## config.mk

```make
export PLATFORM = sky130hd
export DESIGN_NAME = match_ctrl
export DESIGN_NICKNAME = d
export VERILOG_FILES = /design/src/rtl/match_ctrl.sv
export SDC_FILE = /design/constraint.sdc
export NUM_CORES = 1
export LEC_CHECK = 0
export BUFFER_PORTS_ARGS = -buffer_cell sky130_fd_sc_hd__buf_2
export CAP_MARGIN = 30
export CORE_MARGIN = 5
export CORE_UTILIZATION = 30
export CTS_BUF_LIST = sky130_fd_sc_hd__clkbuf_4 sky130_fd_sc_hd__clkbuf_8
export CTS_CLUSTER_DIAMETER = 80
export DETAILED_ROUTE_END_ITERATION = 16
export PLACE_DENSITY = 0.46
export SLEW_MARGIN = 20
export SYNTH_ARGS = -nofsm -noshare
export SYNTH_HDL_FRONTEND = slang
export SYNTH_SLANG_ARGS = --single-unit
```

## constraint.sdc

```tcl
create_clock -name clock -period 2.4 [get_ports clock]
set_input_delay 0.48 -clock clock [delete_from_list [all_inputs] [get_ports clock]]
set_output_delay 0.48 -clock clock [all_outputs]
set_load 0.05 [all_outputs]
```

## src/rtl/match_ctrl.sv

```systemverilog
// Match sequencer for a two-player paddle game: serve countdown, rally, point
// scoring with saturation, and the match-over hold until cleared.
module match_ctrl #(
    parameter int WIN_SCORE   = 7,
    parameter int SERVE_DELAY = 60
) (
    input  logic       clock,
    input  logic       reset,
    input  logic       enable,
    input  logic       clear,
    input  logic       frame_tick,
    input  logic       miss_left,
    input  logic       miss_right,
    output logic [3:0] score_left,
    output logic [3:0] score_right,
    output logic       ball_run,
    output logic       ball_reset,
    output logic       serve_dir,
    output logic       game_over,
    output logic       winner
);

    typedef enum logic [2:0] {
        IDLE,
        SERVE,
        RALLY,
        POINT,
        OVER
    } state_t;

    localparam logic [7:0] DELAY = 8'(SERVE_DELAY);
    localparam logic [3:0] WIN   = 4'(WIN_SCORE);

    state_t     state_q, state_d;
    logic [3:0] score_left_q, score_left_d;
    logic [3:0] score_right_q, score_right_d;
    logic [7:0] cnt_q, cnt_d;
    logic       ball_reset_q, ball_reset_d;
    logic       serve_dir_q, serve_dir_d;
    logic       winner_q, winner_d;
    logic       scorer_q, scorer_d;
    logic       recentre;

    always_comb begin
        state_d       = state_q;
        score_left_d  = score_left_q;
        score_right_d = score_right_q;
        cnt_d         = cnt_q;
        serve_dir_d   = serve_dir_q;
        winner_d      = winner_q;
        scorer_d      = scorer_q;
        recentre      = 1'b0;

        if (clear) begin
            state_d       = IDLE;
            score_left_d  = '0;
            score_right_d = '0;
            cnt_d         = '0;
            serve_dir_d   = 1'b0;
            winner_d      = 1'b0;
            recentre      = 1'b1;
        end else begin
            case (state_q)
                IDLE: begin
                    if (enable) begin
                        state_d  = SERVE;
                        cnt_d    = DELAY;
                        recentre = 1'b1;
                    end
                end
                SERVE: begin
                    // Leave on the tick that empties the counter so the ball
                    // moves in the cycle right after it reaches zero.
                    if (cnt_q == '0) begin
                        state_d = RALLY;
                    end else if (enable && frame_tick) begin
                        cnt_d = cnt_q - 8'd1;
                        if (cnt_q == 8'd1) begin
                            state_d = RALLY;
                        end
                    end
                end
                RALLY: begin
                    if (enable) begin
                        if (miss_left && miss_right) begin
                            state_d  = SERVE;
                            cnt_d    = DELAY;
                            recentre = 1'b1;
                        end else if (miss_left) begin
                            score_right_d = (score_right_q == 4'hF) ? score_right_q : score_right_q + 4'd1;
                            serve_dir_d   = 1'b0;
                            scorer_d      = 1'b1;
                            state_d       = POINT;
                        end else if (miss_right) begin
                            score_left_d = (score_left_q == 4'hF) ? score_left_q : score_left_q + 4'd1;
                            serve_dir_d  = 1'b1;
                            scorer_d     = 1'b0;
                            state_d      = POINT;
                        end
                    end
                end
                POINT: begin
                    if (scorer_q ? (score_right_q == WIN) : (score_left_q == WIN)) begin
                        state_d  = OVER;
                        winner_d = scorer_q;
                    end else begin
                        state_d  = SERVE;
                        cnt_d    = DELAY;
                        recentre = 1'b1;
                    end
                end
                OVER: begin
                end
                default: begin
                    state_d = IDLE;
                end
            endcase
        end

        // Back-to-back recentre requests collapse into a single pulse.
        ball_reset_d = recentre && !ball_reset_q;
    end

    always_ff @(posedge clock or negedge reset) begin
        if (!reset) begin
            state_q       <= IDLE;
            score_left_q  <= '0;
            score_right_q <= '0;
            cnt_q         <= '0;
            ball_reset_q  <= 1'b0;
            serve_dir_q   <= 1'b0;
            winner_q      <= 1'b0;
            scorer_q      <= 1'b0;
        end else begin
            state_q       <= state_d;
            score_left_q  <= score_left_d;
            score_right_q <= score_right_d;
            cnt_q         <= cnt_d;
            ball_reset_q  <= ball_reset_d;
            serve_dir_q   <= serve_dir_d;
            winner_q      <= winner_d;
            scorer_q      <= scorer_d;
        end
    end

    assign score_left  = score_left_q;
    assign score_right = score_right_q;
    assign ball_run    = (state_q == RALLY) && enable;
    assign ball_reset  = ball_reset_q;
    assign serve_dir   = serve_dir_q;
    assign game_over   = (state_q == OVER);
    assign winner      = winner_q;

endmodule

```

# == Word-level counts from Yosys, hierarchy flattened ==
# Index checks and enable logic that the tools add are counted.
# totals
out_inout_bits,13
register_bits,23
wordCells,109
# op_classes
mux,50
bitwise_logic,2
eq_ne,23
addsub,3
reduce_logical,23
# op_table
cell,count
8-bit two-way mux,7
4-bit two-way mux,13
8-bit case mux with 4 select lines,1
3-bit two-way mux,10
"3-bit != test, second input constant",6
1-bit two-way mux,17
3-bit case mux with 5 select lines,1
2-bit nonzero test,7
6-bit AND reduction,2
"2-bit != test, second input constant",5
5-bit AND reduction,2
"4-bit by 1-bit adder with 4-bit output, second input constant",2
"4-bit by 3-bit equality test with 1-bit output, second input constant",2
"4-bit equality test, second input constant",2
"8-bit by 1-bit equality test with 1-bit output, second input constant",1
8-bit zero test,1
"4-bit != test, second input constant",2
"8-bit by 1-bit subtractor with 8-bit output, second input constant",1
7-bit AND reduction,1
"3-bit by 2-bit equality test with 1-bit output, second input constant",2
"5-bit != test, second input constant",1
5-bit nonzero test,1
1-bit logical AND,4
4-bit AND reduction,1
8 further kinds,9

# == Logic depth before layout (Yosys ltp) ==
# Gate-level depths: netlist (run 1).
# depth
depth_word,8
depth_mapped,6

# == Least setup slack after synthesis (run 1) ==
# No wires, ideal clock.
# synth_path
kind,flip-flop to flip-flop
start,"register score_left_q[3], in the netlist score_left[3]"
end,register cnt_q[0]
path_stages_with_launch,6
required_time_ns,2.325
setup_time_ns,0.075
n_path_buf,0
t_arrival_ns,1.716
path_slack_ns,0.609
path_cell_list,dfrtp_1 > nand4b_1 > o22a_2 > and4_4 > or3_1 > o21ai_2
# synth_between
elab_chain_cells,4
# synth_rtl
item,line_no,rtl
start: declaration,35,"logic [3:0] score_left_q, score_left_d;"
start signal: assignment,136,score_left_q <= score_left_d;
4-bit by 3-bit equality test with 1-bit output,103,if (scorer_q ? (score_right_q == WIN) : (score_left_q == WIN)) begin
1-bit two-way mux,103,
3-bit != test (no line),--,
7-bit AND reduction (no line),--,
end signal: assignment,138,cnt_q <= cnt_d;
end: declaration,37,"logic [7:0] cnt_q, cnt_d;"
# Every way passes these cells.
# A chain may end at the register's enable or synchronous reset.

# == Worst setup path after layout (run 1) ==
# layout_path
start,register state_q[2]
end,output port ball_run
# layout_between
elab_chain_cells,2
# layout_rtl
item,line_no,rtl
start: declaration,34,"state_t state_q, state_d;"
start signal: assignment,135,state_q <= state_d;
3-bit by 2-bit equality test with 1-bit output,148,assign ball_run = (state_q == RALLY) && enable;
1-bit logical AND,148,
end: declaration,16,"output logic ball_run,"
# Every way passes these cells.

==> results of run 1 <==
## cell families (layout without fill, tap and decap cells)
group,after synthesis,in the layout,synth area share (%)
and+or+nand+nor,66,66,28.3
AOI/OAI and AO/OA,39,39,18.1
DFF,23,23,38.9
buffers and inverters,16,34,4.82
adders and majority gates,5,5,4.23
xor gates and xnor gates,5,5,2.96
muxes,4,4,2.71
## critical path: cells and delay by family, from the launching register on
family	cells	cell delay, ns
AND/OR/NAND/NOR	1	0.49
flip-flops	1	0.52
buffers and inverters	1	0.30
## path summary, 6_finish.rpt
path / start / endpoint / cells after the start
worst max-delay path: state_q[2] / ball_run / 2
worst min-delay path: reset / state_q[0] / 1
worst max register to register: state_q[0] / cnt_q[7] / 4
worst min register to register: ball_reset / ball_reset / 1
max in group asynchronous: reset / cnt_q[3] / 1
min in group clock: ball_reset / ball_reset / 1
## power breakdown
part	internal (W)	leakage (nW)	switching [W]
registers	0.000429	0.308	0.0000657
clock network	0.000116	0.0255	0.000128
logic	0.000153	0.415	0.000260
total	0.000698	0.748	0.000453
## Yosys cell counts, types with 2 or more instances
cell type   n  area (µm²)
dfrtp_1    23         576
nor2_1     19        71.3
nand3_1    11        55.1
a21oi_1    10        50.1
inv_1      10        37.5
o21ai_0    10        50.1
nand2_1     8        30.0
ha_1        5        62.6
or3_1       5        31.3
a31oi_1     4        25.0
clkbuf_1    4        15.0
mux2i_1     4        40.0
nand2b_1    3        18.8
nand4_1     3        18.8
nand4b_1    3        26.3
nor3_1      3        15.0
o31ai_1     3        22.5
xor2_1      3        26.3
nand4_4     2        42.5
xnor2_1     2        17.5
## sequential cells by signal, summed over array words and instances (netlist names)
signal       flops
ball_reset       1
cnt_q            8
score_left       4
score_right      4
scorer_q         1
serve_dir        1
state_q          3
winner           1
## final cells by class
class / instances / area share [%]
flip-flops and latches: 23 / 34.3
clock buffers: 3 / 2.46
clock inverters: 1 / 0.298
repair buffers: 20 / 6.11
multi-input cells: 119 / 49.6
inverters: 10 / 2.24
well taps: 67 / 5.00
## per-stage QoR
step | hold slack [ns] | setup WS, ns | std cells
2_1_floorplan | 0.184 | 0.609 | 158
3_3_place_gp | 0.426 | 0.623 | 239
3_5_place_dp | 0.430 | 0.639 | 239
4_1_cts | 0.204 | 0.346 | 243
5_1_grt | 0.222 | 0.268 | 243
6_report | 0.187 | 0.342 | 243
## per-layer routing
metal | global-route usage [%] | share of wire (%) | vias to the layer above
met5 | 0 | 0 | -
met4 | 3.38 | 0.71 | 0
met3 | 3.03 | 4.7 | 2
met2 | 18.0 | 44 | 35
met1 | 17.7 | 51 | 619
li1 | - | - | 611
==> impl_metrics.yaml, run 1 <==
cells_and_area:
  fin_area_um2: 1680
  seq_area_um2: 576
  fin_nets: 189
  insertedDiodeCount: 0
  post-route-util_pct: 35.3
  drive_gt1_share_pct: 19.3
  fillers: 507
  area_growth_pct: 13.5
  final_cell_mix: "dfrtp_1 (23), nor2_1 (19), buf_2 (19), nand3_1 (11)"
  layout_commonest_cell: "dfrtp_1"
  multi_input_area_um2: 832
timing:
  period_share_pct: 85.8
  hold_viol: 0
  setup-tns-final_ns: 0
  max_freq_ghz: 0.486
  period_minus_slack_ns: 2.06
  fin_worst_skew_ns: 0.00245
  slew-limit-headroom_pct: 63.3
  finalSetupViolCount: 0
  drv_slew: 0
  rsz0062_at_grt: "false"
  tightest_slew_ns: 0.549
logic_synthesis:
  ys_seq_area_share_pct: 38.9
  synth_edf_count: 0
  ys_types: 43
  syn_area_um2: 1480
  synth.net_count: 170
  syn_avg_cell_area_um2: 9.36
  synthArstFlopShare_pct: 100
  synth-main-ff-cell: "dfrtp_1"
  ys_warn_count: 0
  syn_inst: 158
  ys_seq_elements: 23
worst_setup_path:
  r2r_slack_ns: 0.56
  end_kind: "output port"
  crit_required_ns: 1.92
  worstPathArrival_ns: 1.58
  crit_chain: "and4bb_2 > buf_2"
  cp_slowest_cell: "dfrtp_1"
  start_kind: "flop"
  worst-path-max-fanout: 14
  slowest_delay_ns: 0.52
  setup.worst_path.class: "flop to output port"
route:
  wl_um: 3530
  ant_nets: 0
  firstDrtPassIters: 4
  wl_per_cell_um: 14.5
  drtIter0Drc: 95
  drcViolationCount: 0
  vias_per_cell: 5.21
  vias: 1267
grt:
  antenna_found_initial: 0
  grt_pass1_wl_um: 6250
  grtUsageTotal_pct: 12.3
  grt_overflow: 0
  grt_max_degree: 26
  grt_pass1_vias: 1243
pwr:
  ir_drop_v: 0.000277
  design_power_total_w: 0.00115
  leakagePower_nw: 0.748
  power.density_nw_per_um2: 686
place:
  placed_area_um2: 1630
  finalWeightedCongestion: 0.787
  port_buffers: 19
  place_hpwl_um: 2640
floorplanning:
  start_util_pct: 31.1
  rows: 25
  ioPinCount: 20
  die_area_um2: 6430
  core_area_um2: 4750
  fp.dieW_um: 80.2
  die_h_um: 80.2
flow_run:
  cap_viol_max_count: 0
cts:
  tritoncts: "yes"
  cts-hold-fix-buffers: 0
  clk_pin_slew_ns: 0.08
  postCtsSetupBuffers: 0
  cts.sinks: 23
  cts_max_path_buffers: 2
  htree_levels: 1
  root_buffer: "clkbuf_8"
  clk_latency_ns: 0.26
  numCtsBuffers: 3
  cts-resized-gates: 0
hold_path:
  holdCritPathClass: "input pin to async pin"
status:
  status: "finished, final reports clean"
Power figures use the tool's default switching activity.
==> run 2, diff against run 1 <==
- MAX_ROUTING_LAYER: unset -> met4
==> run 2 against run 1 <==
Compared with the run above:
- first-iteration DRC count is the same
- fmax grew 0.23%
- cell area is the same
- core utilization is the same
- power is essentially flat
- wire length grew 0.14%
- flip-flop and latch count is the same
- largest power group unchanged
==> impl_metrics.yaml, run 2 (synthesized netlist as in run 1, its figures left out) <==
route:
  drtIter0Drc: 95
  firstDrtPassIters: 4
  vias: 1264
  ant_nets: 0
  wl_per_cell_um: 14.5
  vias_per_cell: 5.20
  drcViolationCount: 0
  wl_um: 3530
floorplanning:
  die_area_um2: 6430
  start_util_pct: 31.1
  rows: 25
  fp.dieW_um: 80.2
  die_h_um: 80.2
  core_area_um2: 4750
  ioPinCount: 20
timing:
  drv_slew: 0
  finalSetupViolCount: 0
  hold_viol: 0
  slew-limit-headroom_pct: 63.3
  max_freq_ghz: 0.487
  setup-tns-final_ns: 0
  rsz0062_at_grt: "false"
  period_share_pct: 85.6
  period_minus_slack_ns: 2.05
  tightest_slew_ns: 0.549
  fin_worst_skew_ns: 0.00246
  setup_ws_ns: 0.347
cts:
  postCtsSetupBuffers: 0
  cts_max_path_buffers: 2
  clk_latency_ns: 0.26
  cts.sinks: 23
  clk_pin_slew_ns: 0.08
  cts-hold-fix-buffers: 0
  cts-resized-gates: 0
  htree_levels: 1
  numCtsBuffers: 3
  root_buffer: "clkbuf_8"
  tritoncts: "yes"
cells_and_area:
  drive_gt1_share_pct: 19.3
  area_growth_pct: 13.5
  layout.cells.non_filler: 243
  fin_nets: 189
  final_cell_mix: "dfrtp_1 (23), nor2_1 (19), buf_2 (19), nand3_1 (11)"
  insertedDiodeCount: 0
  fillers: 507
  regMostFlops: "cnt_q"
  layout_commonest_cell: "dfrtp_1"
  largest_reg_flops: 8
grt:
  grtUsageTotal_pct: 12.6
  antenna_found_initial: 0
  grt_pass1_wl_um: 6260
  grt_pass1_vias: 1241
  grt_overflow: 0
  grt_max_degree: 26
worst_setup_path:
  worstPathArrival_ns: 1.57
  start_kind: "flop"
  worst-path-max-fanout: 14
  r2r-end: "cnt_q[7]"
  end_kind: "output port"
  crit_required_ns: 1.92
  reg2reg_from: "state_q[1]"
  r2r_slack_ns: 0.57
  setup.worst_path.class: "flop to output port"
  reg2reg_depth: 4
place:
  dp.cells: 239
  finalWeightedCongestion: 0.798
  place_hpwl_um: 2640
  port_buffers: 19
  preCtsSetupSlack_ns: 0.639
hold_path:
  holdCritPathClass: "input pin to async pin"
pwr:
  ir_drop_v: 0.000277
  power.density_nw_per_um2: 686
  leakagePower_nw: 0.748
status:
  status: "finished, final reports clean"
flow_run:
  cap_viol_max_count: 0
## run 2: per-stage QoR
stage	power, W	instance area (µm²)	utilization (%)	hold WS (ns)
floorplan	0.000818	1480	-	0.184
global route	0.00125	1680	35.3	0.222
finish	0.00115	1680	35.3	0.187
global placement	0.000903	1630	34.3	0.426
CTS	0.00117	1680	35.3	0.204
detailed placement	0.000914	1630	34.3	0.430
## run 2: layout make-up
type                    instances  area (µm²)  area share [%]
clock buffers                   3        41.3            2.46
repair buffers                 20         103            6.11
well taps                      67        83.8            5.00
multi-input cells             119         832            49.6
clock inverters                 1        5.00           0.298
inverters                      10        37.5            2.24
flip-flops and latches         23         576            34.3
## run 2: how the worst max path moves through the flow
stage,start,depth (start not counted),endpoint,slack [ns]
6_report,state_q[2],2,ball_run,0.35
4_1_cts,state_q[2],2,ball_run,0.35
2_1_floorplan,score_left[3],5,cnt_q[0],0.61
3_3_place_gp,state_q[1],4,cnt_q[7],0.62
5_1_grt,state_q[2],2,ball_run,0.27
3_5_place_dp,state_q[0],4,cnt_q[7],0.64
## run 2: report_power, final
part | switching (W) | internal (W)
Sequential | 0.0000655 | 0.000429
Combinational | 0.000259 | 0.000153
Clock | 0.000128 | 0.000116
Total | 0.000453 | 0.000698
## run 2: critical path, cell delays in order, from the launching register on
cell and delay (ns):
dfrtp_1 0.52, and4bb_2 0.49, buf_2 0.30
## run 2: metal layers
metal  part of all wire, %  track usage (%)  vias to the layer above
met3                   3.7             2.80                        2
met2                    44             18.0                       31
met5                     0                -                        -
met4                  0.76             3.38                        0
met1                    51             17.9                      620
li1                      -                -                      611
==> run 3, diff against run 2 <==
- CTS_BUF_LIST: sky130_fd_sc_hd__clkbuf_4 sky130_fd_sc_hd__clkbuf_8 -> unset
- clock period: 2.4 -> 1.9 ns (I/O delays scaled with it)
==> run 3 against run 2 <==
Compared with the run above:
- worst hold slack worse by 0.11 ns
- clock power up 30%
- sequential share of layout area down 0.73 points
- largest cell class unchanged
==> impl_metrics.yaml, run 3 (synthesized netlist as in run 1, its figures left out) <==
grt:
  grt_overflow: 0
  use_met1_pct: 17.4
  top_usage_layer: "met2"
  grt_pass1_vias: 1260
  grtUsageTotal_pct: 12.6
  met2_usage_pct: 18.8
  grt_util_met3_pct: 2.47
  grt_pass1_wl_um: 6240
  antenna_found_initial: 0
  grt_max_degree: 26
timing:
  rsz0062_at_grt: "false"
  tightest_slew_ns: 0.542
  max_freq_ghz: 0.552
  fin_worst_skew_ns: 0.00234
  period_minus_slack_ns: 1.81
  hold_viol: 0
  slew-limit-headroom_pct: 63.9
  drv_slew: 0
  period_share_pct: 95.3
  setup-tns-final_ns: 0
  finalSetupViolCount: 0
route:
  ant_nets: 0
  wl_per_cell_um: 14.5
  drcViolationCount: 0
  drtIter0Drc: 85
  wl_um: 3580
  vias_per_cell: 5.06
  firstDrtPassIters: 4
  vias: 1249
cells_and_area:
  largest_reg_flops: 8
  area_growth_pct: 16.2
  drive_gt1_share_pct: 21.7
  seq_area_um2: 577
  fin_area_um2: 1720
  regMostFlops: "cnt_q"
  fin_nets: 193
  multi_input_area_um2: 836
  layout_commonest_cell: "dfrtp_1"
  layout.cells.non_filler: 247
  insertedDiodeCount: 0
  fillers: 515
  final_cell_mix: "dfrtp_1 (22), nor2_1 (19), buf_2 (18), nand3_1 (11)"
status:
  status: "finished, final reports clean"
worst_setup_path:
  cp-startpoint: "state_q[0]"
  reg2reg_from: "state_q[1]"
  end_kind: "output port"
  start_kind: "flop"
  crit_required_ns: 1.52
  setup.worst_path.class: "flop to output port"
  worstPathArrival_ns: 1.43
  worst-path-max-fanout: 12
cts:
  numCtsBuffers: 3
  clk_latency_ns: 0.27
  tritoncts: "yes"
  postCtsSetupBuffers: 0
  cts.sinks: 23
  clk_pin_slew_ns: 0.09
  root_buffer: "clkbuf_8"
  htree_levels: 1
  cts_max_path_buffers: 2
floorplanning:
  fp.dieW_um: 80.2
  core_area_um2: 4750
  die_area_um2: 6430
  ioPinCount: 20
  die_h_um: 80.2
  rows: 25
  start_util_pct: 31.1
pwr:
  leakagePower_nw: 0.762
  power.density_nw_per_um2: 866
  design_power_total_w: 0.00149
  ir_drop_v: 0.000385
flow_run:
  cap_viol_max_count: 0
place:
  finalWeightedCongestion: 0.811
  placed_area_um2: 1660
  dp.cells: 243
  place_hpwl_um: 2640
  port_buffers: 19
hold_path:
  holdCritPathClass: "input pin to async pin"
## run 3: cell types whose count changed in the layout (fill, tap and decap cells not counted)
| cell | before | now |
|---|---|---|
| buf_4 | 1 | 6 |
| buf_2 | 19 | 18 |
| clkinv_2 | 1 | 0 |
| and4bb_4 | 0 | 1 |
| clkinvlp_4 | 0 | 1 |
| dfrtp_1 | 23 | 22 |
| dfrtp_2 | 0 | 1 |
| and4bb_2 | 1 | 0 |
## run 3: per-stage QoR
step | hold WS (ns) | utilization [%] | worst slack (ns)
2_1_floorplan | 0.0844 | - | 0.109
3_3_place_gp | 0.400 | 34.9 | 0.240
3_5_place_dp | 0.401 | 34.9 | 0.200
4_1_cts | 0.0983 | 36.0 | 0.0162
5_1_grt | 0.118 | 36.1 | 0.0289
6_report | 0.0807 | 36.1 | 0.0898
## run 3: repair_timing
action / in CTS / in global routing
hold buffers: 0 / 0
endpoints found under the setup margin: 1 / 2
resized for setup: 1 / 2
endpoints found under the hold margin: 0 / 0
## run 3: layer usage
metal	share of wire, %	vias to the layer above
met3	3.5	2
met4	0.70	0
met5	0	-
li1	-	619
met1	51	600
met2	44	28
## run 3: area by class of cell
class	instances	share of cell area [%]
clock buffer	3	2.40
clock inverter	1	0.437
inverter	10	2.18
multi-input combinational	119	48.7
sequential	23	33.6
tap	67	4.88
timing repair buffer	24	7.87
## run 3: worst max-delay path: stages, from the launching register on
cell and delay (ns):
dfrtp_1 0.51, and4bb_4 0.43, buf_4 0.22
## run 3: worst paths after layout
kind	slack [ns]	end	cells past startpoint
max	0.09	ball_run	2
min	0.08	state_q[1]	1
max reg2reg	0.20	cnt_q[1]	5
min reg2reg	0.42	ball_reset	1
max in group asynchronous	1.43	state_q[2]	1
min in group clock	0.42	ball_reset	1
## run 3: power breakdown
group / internal [W] / leakage, nW / switching, W
clock: 0.000148 / 0.0217 / 0.000170
sequential: 0.000542 / 0.306 / 0.0000816
combinational: 0.000215 / 0.434 / 0.000331
total: 0.000905 / 0.762 / 0.000582
